<file path="src/rtl/reg_access_arbiter.sv">
// reg_access_arbiter: register file shared between a non-stallable SPI write
// strobe (through a one-entry pending buffer) and a req/gnt host port, with
// round-robin arbitration and a registered SPI status byte.
module reg_access_arbiter #(
  parameter int unsigned ADDR_W = 3,
  parameter int unsigned REG_W  = 8
) (
  input  logic              clk,
  input  logic              rst,
  input  logic              ena,
  input  logic [ADDR_W-1:0] spi_addr,
  input  logic [REG_W-1:0]  spi_wdata,
  input  logic              spi_wr_dv,
  output logic [REG_W-1:0]  spi_rdata,
  output logic [7:0]        spi_status,
  input  logic              spi_wr_lock,
  input  logic              host_req,
  input  logic              host_we,
  input  logic [ADDR_W-1:0] host_addr,
  input  logic [REG_W-1:0]  host_wdata,
  output logic              host_gnt,
  output logic              host_rvalid,
  output logic [REG_W-1:0]  host_rdata,
  input  logic              ovr_clr
);

  localparam int unsigned NREGS  = 1 << ADDR_W;
  localparam int unsigned DROP_W = 5;
  localparam logic [DROP_W-1:0] DROP_MAX = '1;

  logic [REG_W-1:0]  regs_q [NREGS];

  logic              pend_v_q,      pend_v_d;
  logic [ADDR_W-1:0] pend_addr_q,   pend_addr_d;
  logic [REG_W-1:0]  pend_data_q,   pend_data_d;
  logic              rr_q,          rr_d;
  logic              overrun_q,     overrun_d;
  logic [DROP_W-1:0] drop_cnt_q,    drop_cnt_d;
  logic              lock_q,        lock_d;
  logic              host_rvalid_q, host_rvalid_d;
  logic [REG_W-1:0]  host_rdata_q,  host_rdata_d;

  logic              spi_win, host_win;
  logic              capture, drop;
  logic              wr_en;
  logic [ADDR_W-1:0] wr_addr;
  logic [REG_W-1:0]  wr_data;

  assign spi_rdata   = regs_q[spi_addr];
  assign spi_status  = {overrun_q, lock_q, pend_v_q, drop_cnt_q};
  assign host_gnt    = host_win;
  assign host_rvalid = host_rvalid_q;
  assign host_rdata  = host_rdata_q;

  // Round-robin arbitration: on a tie the requester that did not own last wins.
  always_comb begin
    spi_win  = 1'b0;
    host_win = 1'b0;
    if (ena) begin
      if (pend_v_q && host_req) begin
        spi_win  = rr_q;
        host_win = ~rr_q;
      end else begin
        spi_win  = pend_v_q;
        host_win = host_req;
      end
    end
  end

  // Next-state for pending buffer, status fields, read port and write port.
  always_comb begin
    pend_v_d      = pend_v_q;
    pend_addr_d   = pend_addr_q;
    pend_data_d   = pend_data_q;
    rr_d          = rr_q;
    overrun_d     = overrun_q;
    drop_cnt_d    = drop_cnt_q;
    lock_d        = lock_q;
    host_rvalid_d = 1'b0;
    host_rdata_d  = host_rdata_q;
    capture       = 1'b0;
    drop          = 1'b0;
    wr_en         = 1'b0;
    wr_addr       = '0;
    wr_data       = '0;
    if (ena) begin
      capture = spi_wr_dv & ~spi_wr_lock;
      drop    = spi_wr_dv &  spi_wr_lock;
      lock_d  = spi_wr_lock;

      if (spi_win) begin
        wr_en   = 1'b1;
        wr_addr = pend_addr_q;
        wr_data = pend_data_q;
      end else if (host_win && host_we) begin
        wr_en   = 1'b1;
        wr_addr = host_addr;
        wr_data = host_wdata;
      end

      if (spi_win) pend_v_d = 1'b0;
      // A new strobe always replaces the entry; it is only an overrun if the old one was not drained.
      if (capture) begin
        pend_v_d    = 1'b1;
        pend_addr_d = spi_addr;
        pend_data_d = spi_wdata;
        if (pend_v_q && !spi_win) overrun_d = 1'b1;
      end

      if (drop && (drop_cnt_q != DROP_MAX)) drop_cnt_d = drop_cnt_q + DROP_W'(1);

      if (host_win && !host_we) begin
        host_rvalid_d = 1'b1;
        host_rdata_d  = regs_q[host_addr];
      end

      if (spi_win || host_win) rr_d = host_win;

      if (ovr_clr) begin
        overrun_d  = 1'b0;
        drop_cnt_d = '0;
      end
    end
  end

  // Control and status state registers.
  always_ff @(posedge clk or posedge rst) begin
    if (rst) begin
      pend_v_q      <= 1'b0;
      pend_addr_q   <= '0;
      pend_data_q   <= '0;
      rr_q          <= 1'b0;
      overrun_q     <= 1'b0;
      drop_cnt_q    <= '0;
      lock_q        <= 1'b0;
      host_rvalid_q <= 1'b0;
      host_rdata_q  <= '0;
    end else begin
      pend_v_q      <= pend_v_d;
      pend_addr_q   <= pend_addr_d;
      pend_data_q   <= pend_data_d;
      rr_q          <= rr_d;
      overrun_q     <= overrun_d;
      drop_cnt_q    <= drop_cnt_d;
      lock_q        <= lock_d;
      host_rvalid_q <= host_rvalid_d;
      host_rdata_q  <= host_rdata_d;
    end
  end

  // Register file: single write port driven by the arbitration winner.
  always_ff @(posedge clk or posedge rst) begin
    if (rst) begin
      for (int i = 0; i < int'(NREGS); i++) regs_q[i] <= '0;
    end else if (wr_en) begin
      regs_q[wr_addr] <= wr_data;
    end
  end

endmodule

</file>
<file path="config.mk">
export PLATFORM = sky130hd
export DESIGN_NAME = reg_access_arbiter
export DESIGN_NICKNAME = d
export VERILOG_FILES = /design/src/rtl/reg_access_arbiter.sv
export SDC_FILE = /design/constraint.sdc
export NUM_CORES = 1
export LEC_CHECK = 0
export CORE_ASPECT_RATIO = 1.5
export CORE_UTILIZATION = 30
export DETAILED_ROUTE_END_ITERATION = 10
export DONT_BUFFER_PORTS = 1
export GPL_ROUTABILITY_DRIVEN = 0
export PLACE_DENSITY = 0.45
export SLEW_MARGIN = 20
export SYNTH_ARGS = -nofsm -noshare
export SYNTH_HDL_FRONTEND = slang
export SYNTH_SLANG_ARGS = --single-unit
</file>
<file path="constraint.sdc">
create_clock -name clk -period 3.7 [get_ports clk]
set_clock_uncertainty 0.2 [all_clocks]
set_input_delay 1.11 -clock clk [delete_from_list [all_inputs] [get_ports clk]]
set_output_delay 1.11 -clock clk [all_outputs]
set_load 0.02 [all_outputs]
</file>
==> impl_metrics.tcl, run 1 <==
set metrics [dict create \
    outcome "finished clean" \
    p_total_mw 3.343 \
    final.setup.tns_ps 0 \
    crit_buf_inv 0 \
    yosys_warnings 0 \
    multi_input_area_sq_mm 0.002395 \
    die_y_microns 158.2 \
    cts_buffers 9 \
    min_path_cells 2 \
    grt_pass1_vias 3241 \
    post-synth-top-area-cell "dfrtp_1" \
    critical_path_class "input pin to output port" \
    rsz0062_at_grt "no" \
    antennaDiodeCount 0 \
    grt_overflow 0 \
    syn-num-nets 401 \
    switching_share 0.3229 \
    drt_iter0_markers 189 \
    clk_latency_ps 350 \
    max_slew.worst_pin.slew_ps 849.2 \
    postCtsResizedCells 0 \
    combPwrFrac 0.250 \
    fp.coreArea_sq_mm 0.01577 \
    wl_microns 12930 \
    first_pass_iters 4 \
    yosys_register_bits 93 \
    fillers 1542 \
    initial_core_util 0.3095 \
    clkTransAtPathRegs_ps 70 \
    leakage_nw 2.407 \
    dieArea_sq_mm 0.01679 \
    pwr-share-seq 0.485 \
    maxCapViolCount 0 \
    cp_max_fo 17 \
    synth_edf_count 0 \
    crit_required_ps 2390 \
    slew_headroom 0.4327 \
    yosys.cell_types.count 47 \
    antenna_found_initial 0 \
    synth_ff_type "dfrtp_1" \
    viasPerCell 5.388 \
    drv_slew 0 \
    max_stage_delay_ps 480 \
    p_clk_frac 0.264 \
    hold_viol_final 0 \
    cp_cell_sequence "mux4_2 > mux2_2" \
    crit_path_end_kind "output port" \
    synth_top_cell_area_share 0.4769 \
    rows 56 \
    start_kind "input pin" \
    num-nets-final 391 \
    reg2reg_depth 5 \
    clock-sinks 93 \
    power_switching_mw 1.079 \
    wire_per_inst_microns 22.80 \
    drc 0 \
    cp.depth 2 \
    num_vias 3055 \
    cts_hold_buf 0 \
    intPower_mw 2.264 \
    fmax_mhz 307.3 \
    crit_arrival_ps 1940 \
    cp_top_family "multiplexers" \
    p_per_area_mw_per_mm2 627.8 \
    synthTopCellsByArea "dfrtp_1 (48%), mux4_2 (15%), mux2_2 (9.2%)" \
    async_reset_ff_frac 1.000 \
    drive_gt1_frac 0.3214 \
    syn_avg_cell_area_sq_um 13.22 \
    finalCritPeriodShare 0.8795 \
    hp-class "register to register" \
    synth_seq_area_share 0.4769 \
    syn2layout_area_growth_pct 9.128 \
    io_pins 56 \
    numPortBuffers 0 \
    cts_setup_buffers 0 \
    setup_violations 0 \
    vdd_drop_max_mv 0.2322 \
    dieWidth_microns 106.1 \
    synthesis.area_sq_mm 0.004880 \
    finalCriticalPeriod_ps 3254 \
    antenna_left 0 \
    cts_tree "yes" \
    grt_first_pass_wirelength_microns 20000 \
    cts.path.max_buffers 2 \
    post-dp-hpwl_microns 8948 \
    cts-root-buf "clkbuf_16" \
    synth_cells 369 \
    final-seq-area_sq_mm 0.002327 \
    grt_max_degree 48 \
    grt_usage 0.1656 \
    slowest_stage "mux4_2" \
    htree_num_levels 3 \
]
[synth_stat cells, types with 2 or more instances]
| cell | number |
|---|---|
| dfrtp_1 | 93 |
| nand2_1 | 51 |
| mux2_2 | 40 |
| a22o_1 | 33 |
| mux4_2 | 32 |
| mux2_4 | 11 |
| o21ai_0 | 11 |
| mux2i_1 | 10 |
| clkbuf_1 | 9 |
| buf_2 | 8 |
| and2_1 | 7 |
| buf_4 | 6 |
| nor2_1 | 6 |
| inv_1 | 5 |
| a21oi_1 | 4 |
| and3_1 | 4 |
| nand3_1 | 4 |
| a21o_1 | 2 |
| ha_1 | 2 |
| nand2_2 | 2 |
| nand3b_1 | 2 |
| xor2_1 | 2 |
[stage by stage]
step	hold slack [ps]	util	std cells	cell area [sq um]	setup WS (ps)
final	274.7	0.3378	567	5325	446.0
after global routing	302.5	0.3378	567	5325	425.3
after CTS	281.6	0.3378	567	5325	450.7
after detailed placement	263.4	0.3202	551	5049	453.9
after global placement	263.3	0.3202	551	5049	461.9
after floorplan	245.5	-	369	4890	3.942
[final cells by class]
| class | instances | area share |
|---|---|---|
| Timing Repair Buffer | 5 | 0.009398 |
| Tap cell | 203 | 0.04770 |
| Inverter | 5 | 0.004229 |
| Multi-Input combinational cell | 245 | 0.4497 |
| Clock buffer | 10 | 0.04300 |
| Clock inverter | 6 | 0.008929 |
| Sequential cell | 93 | 0.4370 |
[power groups by stage]
stage               Combinational (mW)  Clock, mW  Sequential, mW
floorplan                        0.773          0            1.52
global placement                 0.828          0            1.64
detailed placement               0.848          0            1.64
CTS                              0.851      0.911            1.63
global route                     0.911      0.953            1.67
finish                           0.837      0.884            1.62
[cell families after synthesis]
| group | count (synthesis) | share of synthesized area |
|---|---|---|
| fa+ha+maj | 2 | 0.005127 |
| xor+xnor | 2 | 0.003590 |
| flops | 93 | 0.4769 |
| compound gates | 59 | 0.09667 |
| simple gates | 89 | 0.09103 |
| buf+inv | 31 | 0.03231 |
| mux | 93 | 0.2944 |
[registers in the layout, summed over array words and instances, names as in the netlist]
register,cells
pend_addr_q,3
pend_v_q,1
rr_q,1
lock_q,1
regs_q,64
overrun_q,1
host_rvalid,1
drop_cnt_q,5
pend_data_q,8
host_rdata,8
[per-layer routing]
metal  track usage  vias to the layer above  routed length [microns]
met2        0.2795                       89                     6553
met3       0.04487                       24                      680
li1              -                     1364                        -
met5             0                        -                        0
met4       0.07209                        0                      342
met1        0.1971                     1578                     5351
[layout by cell type (no fill, tap or decap), types with 7 or more instances in the layout]
| cell | netlist | layout |
|---|---|---|
| o21ai_0 | 11 | 11 |
| a22o_1 | 33 | 33 |
| mux2i_1 | 10 | 10 |
| mux2_2 | 40 | 40 |
| dfrtp_1 | 93 | 93 |
| clkbuf_16 | 0 | 9 |
| mux4_2 | 32 | 32 |
| nand2_1 | 51 | 51 |
| mux2_4 | 11 | 11 |
| and2_1 | 7 | 7 |
[final timing paths]
| check | slack, ps | end | startpoint |
|---|---|---|---|
| max | 450 | spi_rdata[1] | spi_addr[0] |
| min | 270 | pend_data_q[0]$_DFFE_PP0P_ | pend_data_q[0]$_DFFE_PP0P_ |
| max reg2reg | 1100 | regs_q[27]$_DFFE_PP0P_ | pend_v_q$_DFFE_PP0P_ |
| min reg2reg | 270 | pend_data_q[0]$_DFFE_PP0P_ | pend_data_q[0]$_DFFE_PP0P_ |
| max in group asynchronous | 1990 | drop_cnt_q[2]$_DFFE_PP0P_ | rst |
| min in group asynchronous | 580 | regs_q[25]$_DFFE_PP0P_ | rst |
(Power assumes the default switching activity.)
==> inputs of run 2 (changes only) <==
--- a/config.mk
+++ b/config.mk
@@ -6,6 +6,7 @@
 export NUM_CORES = 1
 export LEC_CHECK = 0
 export CORE_ASPECT_RATIO = 1.5
+export CORE_MARGIN = 2
 export CORE_UTILIZATION = 30
 export DETAILED_ROUTE_END_ITERATION = 10
 export DONT_BUFFER_PORTS = 1
==> impl_metrics.tcl, run 2 (synthesis gave the netlist of run 1 again) <==
set metrics [dict create \
    outcome "finished clean" \
    drt_iter0_markers 155 \
    dp_cells 555 \
    dieWidth_microns 108.1 \
    rsz0062_at_grt "no" \
    start_kind "input pin" \
    hp-class "register to register" \
    num-nets-final 392 \
    crit_buf_inv 0 \
    fin_ws_ps 444.9 \
    cp_max_fo 17 \
    final.setup.tns_ps 0 \
    final_common_cell "dfrtp_1" \
    syn2layout_area_growth_pct 9.539 \
    min_path_cells 2 \
    maxCapViolCount 0 \
    drv_slew 0 \
    drive_gt1_frac 0.3178 \
    fmax_mhz 307.2 \
    grt_overflow 0 \
    cts_tree "yes" \
    largest_register "regs_q" \
    cp_top_family "multiplexers" \
    fin_cells 571 \
    finalCritPeriodShare 0.8798 \
    cts_hold_buf 0 \
    wl_microns 12850 \
    leakage_nw 2.431 \
    antenna_left 0 \
    hp-start "pend_data_q[4]$_DFFE_PP0P_" \
    first_pass_iters 4 \
    clkTransAtPathRegs_ps 70 \
    antennaDiodeCount 0 \
    reg2reg_slack_ps 1120 \
    p_total_mw 3.377 \
    final_area_sq_mm 0.005345 \
    max_slew.worst_pin.slew_ps 686.7 \
    hold_ws_ps 278.1 \
    slew_headroom 0.5412 \
    setup_violations 0 \
    antenna_found_initial 0 \
    p_per_area_mw_per_mm2 631.8 \
    cts-root-buf "clkbuf_16" \
    htree_num_levels 3 \
    cts_setup_buffers 0 \
    cp_cell_sequence "mux4_2 > mux2_2" \
    timing.rr.end "regs_q[30]$_DFFE_PP0P_" \
    clock-sinks 93 \
    vdd_drop_max_mv 0.2816 \
    post-dp-hpwl_microns 9144 \
    placed_area_sq_mm 0.005060 \
    die_y_microns 160.2 \
    io_pins 56 \
    largest_reg_flops 64 \
    r2r_start "pend_v_q$_DFFE_PP0P_" \
    grt_usage 0.1574 \
    numPortBuffers 0 \
    crit_path_end_kind "output port" \
    postCtsResizedCells 0 \
    final_cell_mix "dfrtp_1 (93), nand2_1 (51), mux2_2 (40)" \
    drc 0 \
    crit_required_ps 2390 \
    grt_pass1_vias 3269 \
    critical_path_class "input pin to output port" \
    dieArea_sq_mm 0.01732 \
    worstHoldEndpoint "pend_data_q[4]$_DFFE_PP0P_" \
    cts_buffers 9 \
    clk_latency_ps 330 \
    initial_core_util 0.3041 \
    max_stage_delay_ps 480 \
    cts.path.max_buffers 2 \
    final_util 0.3331 \
    grt_max_degree 42 \
    grt_first_pass_wirelength_microns 20010 \
    wire_per_inst_microns 22.50 \
    crit_arrival_ps 1950 \
    finalCriticalPeriod_ps 3255 \
    viasPerCell 5.350 \
    reg2reg_depth 5 \
    rows 57 \
    slowest_stage "mux4_2" \
    hold_viol_final 0 \
    place_ws_ps 448.5 \
    num_vias 3055 \
    fp.coreArea_sq_mm 0.01605 \
]
-- run 2: cell types whose count changed in the layout (fill, tap and decap cells not counted) --
cell | before | now
buf_4 | 4 | 5
bufinv_16 | 0 | 1
clkbuf_1 | 1 | 3
clkinv_2 | 0 | 2
clkinvlp_4 | 5 | 1
inv_6 | 1 | 0
-- run 2: how the worst max path moves through the flow --
stage | endpoint | cells past startpoint | slack [ps] | from
2_1_floorplan | spi_rdata[1] | 4 | 4 | spi_addr[1]
3_3_place_gp | spi_rdata[6] | 2 | 470 | spi_addr[0]
3_5_place_dp | spi_rdata[1] | 2 | 450 | spi_addr[0]
4_1_cts | spi_rdata[1] | 2 | 450 | spi_addr[0]
5_1_grt | spi_rdata[2] | 2 | 440 | spi_addr[0]
6_report | spi_rdata[1] | 2 | 440 | spi_addr[0]
-- run 2: per-layer routing --
metal  wire length [microns]  vias to the layer above  global-route usage
met1                    5145                     1604              0.1927
li1                        -                     1357                   -
met4                     136                        0             0.04138
met5                       0                        -                   0
met2                    6824                       86              0.2687
met3                     742                        8             0.04653
-- run 2: cell type report --
type | count | area, sq um
clock buffer | 12 | 236.5
clock inverter | 4 | 48.80
fill | 1615 | 10700
inverter | 5 | 22.52
multi-input combinational | 245 | 2395
sequential | 93 | 2327
tap | 206 | 257.7
timing repair buffer | 6 | 57.56
-- run 2: worst min-delay path, stage by stage (launching register included) --
cell and delay (ps):
dfrtp_1 340, nand2_1 50, nand2_1 50
-- run 2: report_power, final --
part	switching [mW]	internal, mW	leakage (nW)
Clock	0.393	0.524	0.141
Sequential	0.310	1.31	1.25
Combinational	0.344	0.492	1.04
==> inputs of run 3 (changes only) <==
--- a/config.mk
+++ b/config.mk
@@ -5,6 +5,7 @@
 export SDC_FILE = /design/constraint.sdc
 export NUM_CORES = 1
 export LEC_CHECK = 0
+export ABC_CLOCK_PERIOD_IN_PS = 2600
 export CORE_ASPECT_RATIO = 1.5
 export CORE_MARGIN = 2
 export CORE_UTILIZATION = 30
==> constraint.sdc (replaced) <==
create_clock -name clk -period 2.6 [get_ports clk]
set_clock_uncertainty 0.2 [all_clocks]
set_input_delay 0.78 -clock clk [delete_from_list [all_inputs] [get_ports clk]]
set_output_delay 0.78 -clock clk [all_outputs]
set_load 0.02 [all_outputs]
==> impl_metrics.tcl, run 3 (synthesis gave the netlist of run 1 again) <==
set metrics [dict create \
    cts_hold_buf 0 \
    max_slew.worst_pin.slew_ps 616.2 \
    switching_share 0.3072 \
    first_pass_iters 6 \
    dp_cells 575 \
    grt_overflow 0 \
    crit_path_end_kind "output port" \
    viasPerCell 5.144 \
    place_ws_ps 32.70 \
    grt_first_pass_wirelength_microns 20070 \
    dieWidth_microns 108.1 \
    p_per_area_mw_per_mm2 892.0 \
    multi_input_area_sq_mm 0.002425 \
    largest_register "regs_q" \
    post-dp-hpwl_microns 9183 \
    clkTransAtPathRegs_ps 70 \
    max_stage_delay_ps 470 \
    final-seq-area_sq_mm 0.002327 \
    cts.path.max_buffers 2 \
    htree_num_levels 3 \
    outcome "finished clean" \
    cp_max_fo 17 \
    syn2layout_area_growth_pct 13.79 \
    fin_cells 591 \
    hp-class "input pin to asynchronous set/reset pin" \
    crit_arrival_ps 1580 \
    drt_iter0_markers 156 \
    num-nets-final 412 \
    fmax_mhz 390.0 \
    power_switching_mw 1.522 \
    cts_tree "yes" \
    fp.coreArea_sq_mm 0.01605 \
    finalCritPeriodShare 0.9862 \
    pwr-share-seq 0.463 \
    cts-root-buf "clkbuf_16" \
    fin_ws_ps 35.87 \
    rsz0062_at_grt "no" \
    final_cell_mix "dfrtp_1 (93), nand2_1 (51), a22o_1 (33)" \
    dieArea_sq_mm 0.01732 \
    hold_viol_final 0 \
    rows 57 \
    io_pins 56 \
    cts_buffers 9 \
    p_total_mw 4.953 \
    clk_latency_ps 330 \
    combPwrFrac 0.265 \
    clock-sinks 93 \
    final.setup.tns_ps 0 \
    p_clk_frac 0.272 \
    leakage_nw 2.565 \
    intPower_mw 3.432 \
    final_common_cell "dfrtp_1" \
    grt_pass1_vias 3428 \
    postCtsResizedCells 0 \
    drive_gt1_frac 0.3584 \
    largest_reg_flops 64 \
    finalCriticalPeriod_ps 2564 \
    antenna_left 0 \
    fillers 1577 \
    maxCapViolCount 0 \
    setup_violations 0 \
    wire_per_inst_microns 21.58 \
    critical_path_class "input pin to output port" \
    num_vias 3040 \
    antennaDiodeCount 0 \
    drc 0 \
    cp_cell_sequence "mux4_2 > mux2_4" \
    drv_slew 0 \
    slowest_stage "mux4_2" \
    vdd_drop_max_mv 0.3177 \
    cp_top_family "multiplexers" \
    crit_buf_inv 0 \
    numPortBuffers 0 \
    antenna_found_initial 0 \
    wl_microns 12750 \
    crit_required_ps 1620 \
    cts_setup_buffers 0 \
    grt_max_degree 85 \
    start_kind "input pin" \
    initial_core_util 0.3041 \
    grt_usage 0.1561 \
    slew_headroom 0.5892 \
    final_util 0.3460 \
    die_y_microns 160.2 \
]
==> run 3: cell types whose count changed in the layout (fill, tap and decap cells not counted) <==
cell	change
clkbuf_1	-2
mux2_4	+8
clkbuf_8	+1
mux2_2	-8
clkinv_4	-1
inv_6	+2
buf_12	+1
buf_4	+19
==> run 3: area by class of cell <==
type                            count  area share
Clock buffer                       11     0.04371
Clock inverter                      5     0.01037
Inverter                            5    0.004056
Multi-Input combinational cell    245      0.4367
Sequential cell                    93      0.4191
Tap cell                          206     0.04642
Timing Repair Buffer               26     0.03966
==> run 3: final timing paths <==
path                                             from                    endpoint  slack, ps  cells after the start
hold / removal                                    rst      regs_q[50]$_DFFE_PP0P_         40                      1
min in group clk           pend_data_q[4]$_DFFE_PP0P_  pend_data_q[4]$_DFFE_PP0P_        270                      2
setup / recovery                          spi_addr[0]                spi_rdata[4]         40                      2
setup reg to reg                 pend_v_q$_DFFE_PP0P_      regs_q[58]$_DFFE_PP0P_        450                      6
max in group asynchronous                         rst  pend_data_q[3]$_DFFE_PP0P_       1430                      2
hold reg to reg            pend_data_q[4]$_DFFE_PP0P_  pend_data_q[4]$_DFFE_PP0P_        270                      2
==> run 3: per-stage QoR <==
step | cell area [sq um] | hold slack, ps
2_1_floorplan | 4949 | 245.5
3_3_place_gp | 5253 | 258.8
3_5_place_dp | 5253 | 262.8
4_1_cts | 5553 | 32.60
5_1_grt | 5553 | 43.31
6_report | 5553 | 42.97
==> run 3: layer usage <==
layer	track usage	vias to the layer above	routed length [microns]
met5	0	-	0
met4	0.04371	0	125
met3	0.03061	6	593
met2	0.2799	73	6858
met1	0.1876	1561	5175
li1	-	1400	-
==> run 3: power by group through the flow <==
stage | combinational (mW) | clock (mW) | sequential [mW]
6_report | 1.31 | 1.35 | 2.29
5_1_grt | 1.43 | 1.44 | 2.35
4_1_cts | 1.33 | 1.39 | 2.30
3_5_place_dp | 1.33 | 0 | 2.32
3_3_place_gp | 1.31 | 0 | 2.30
2_1_floorplan | 1.14 | 0 | 2.17
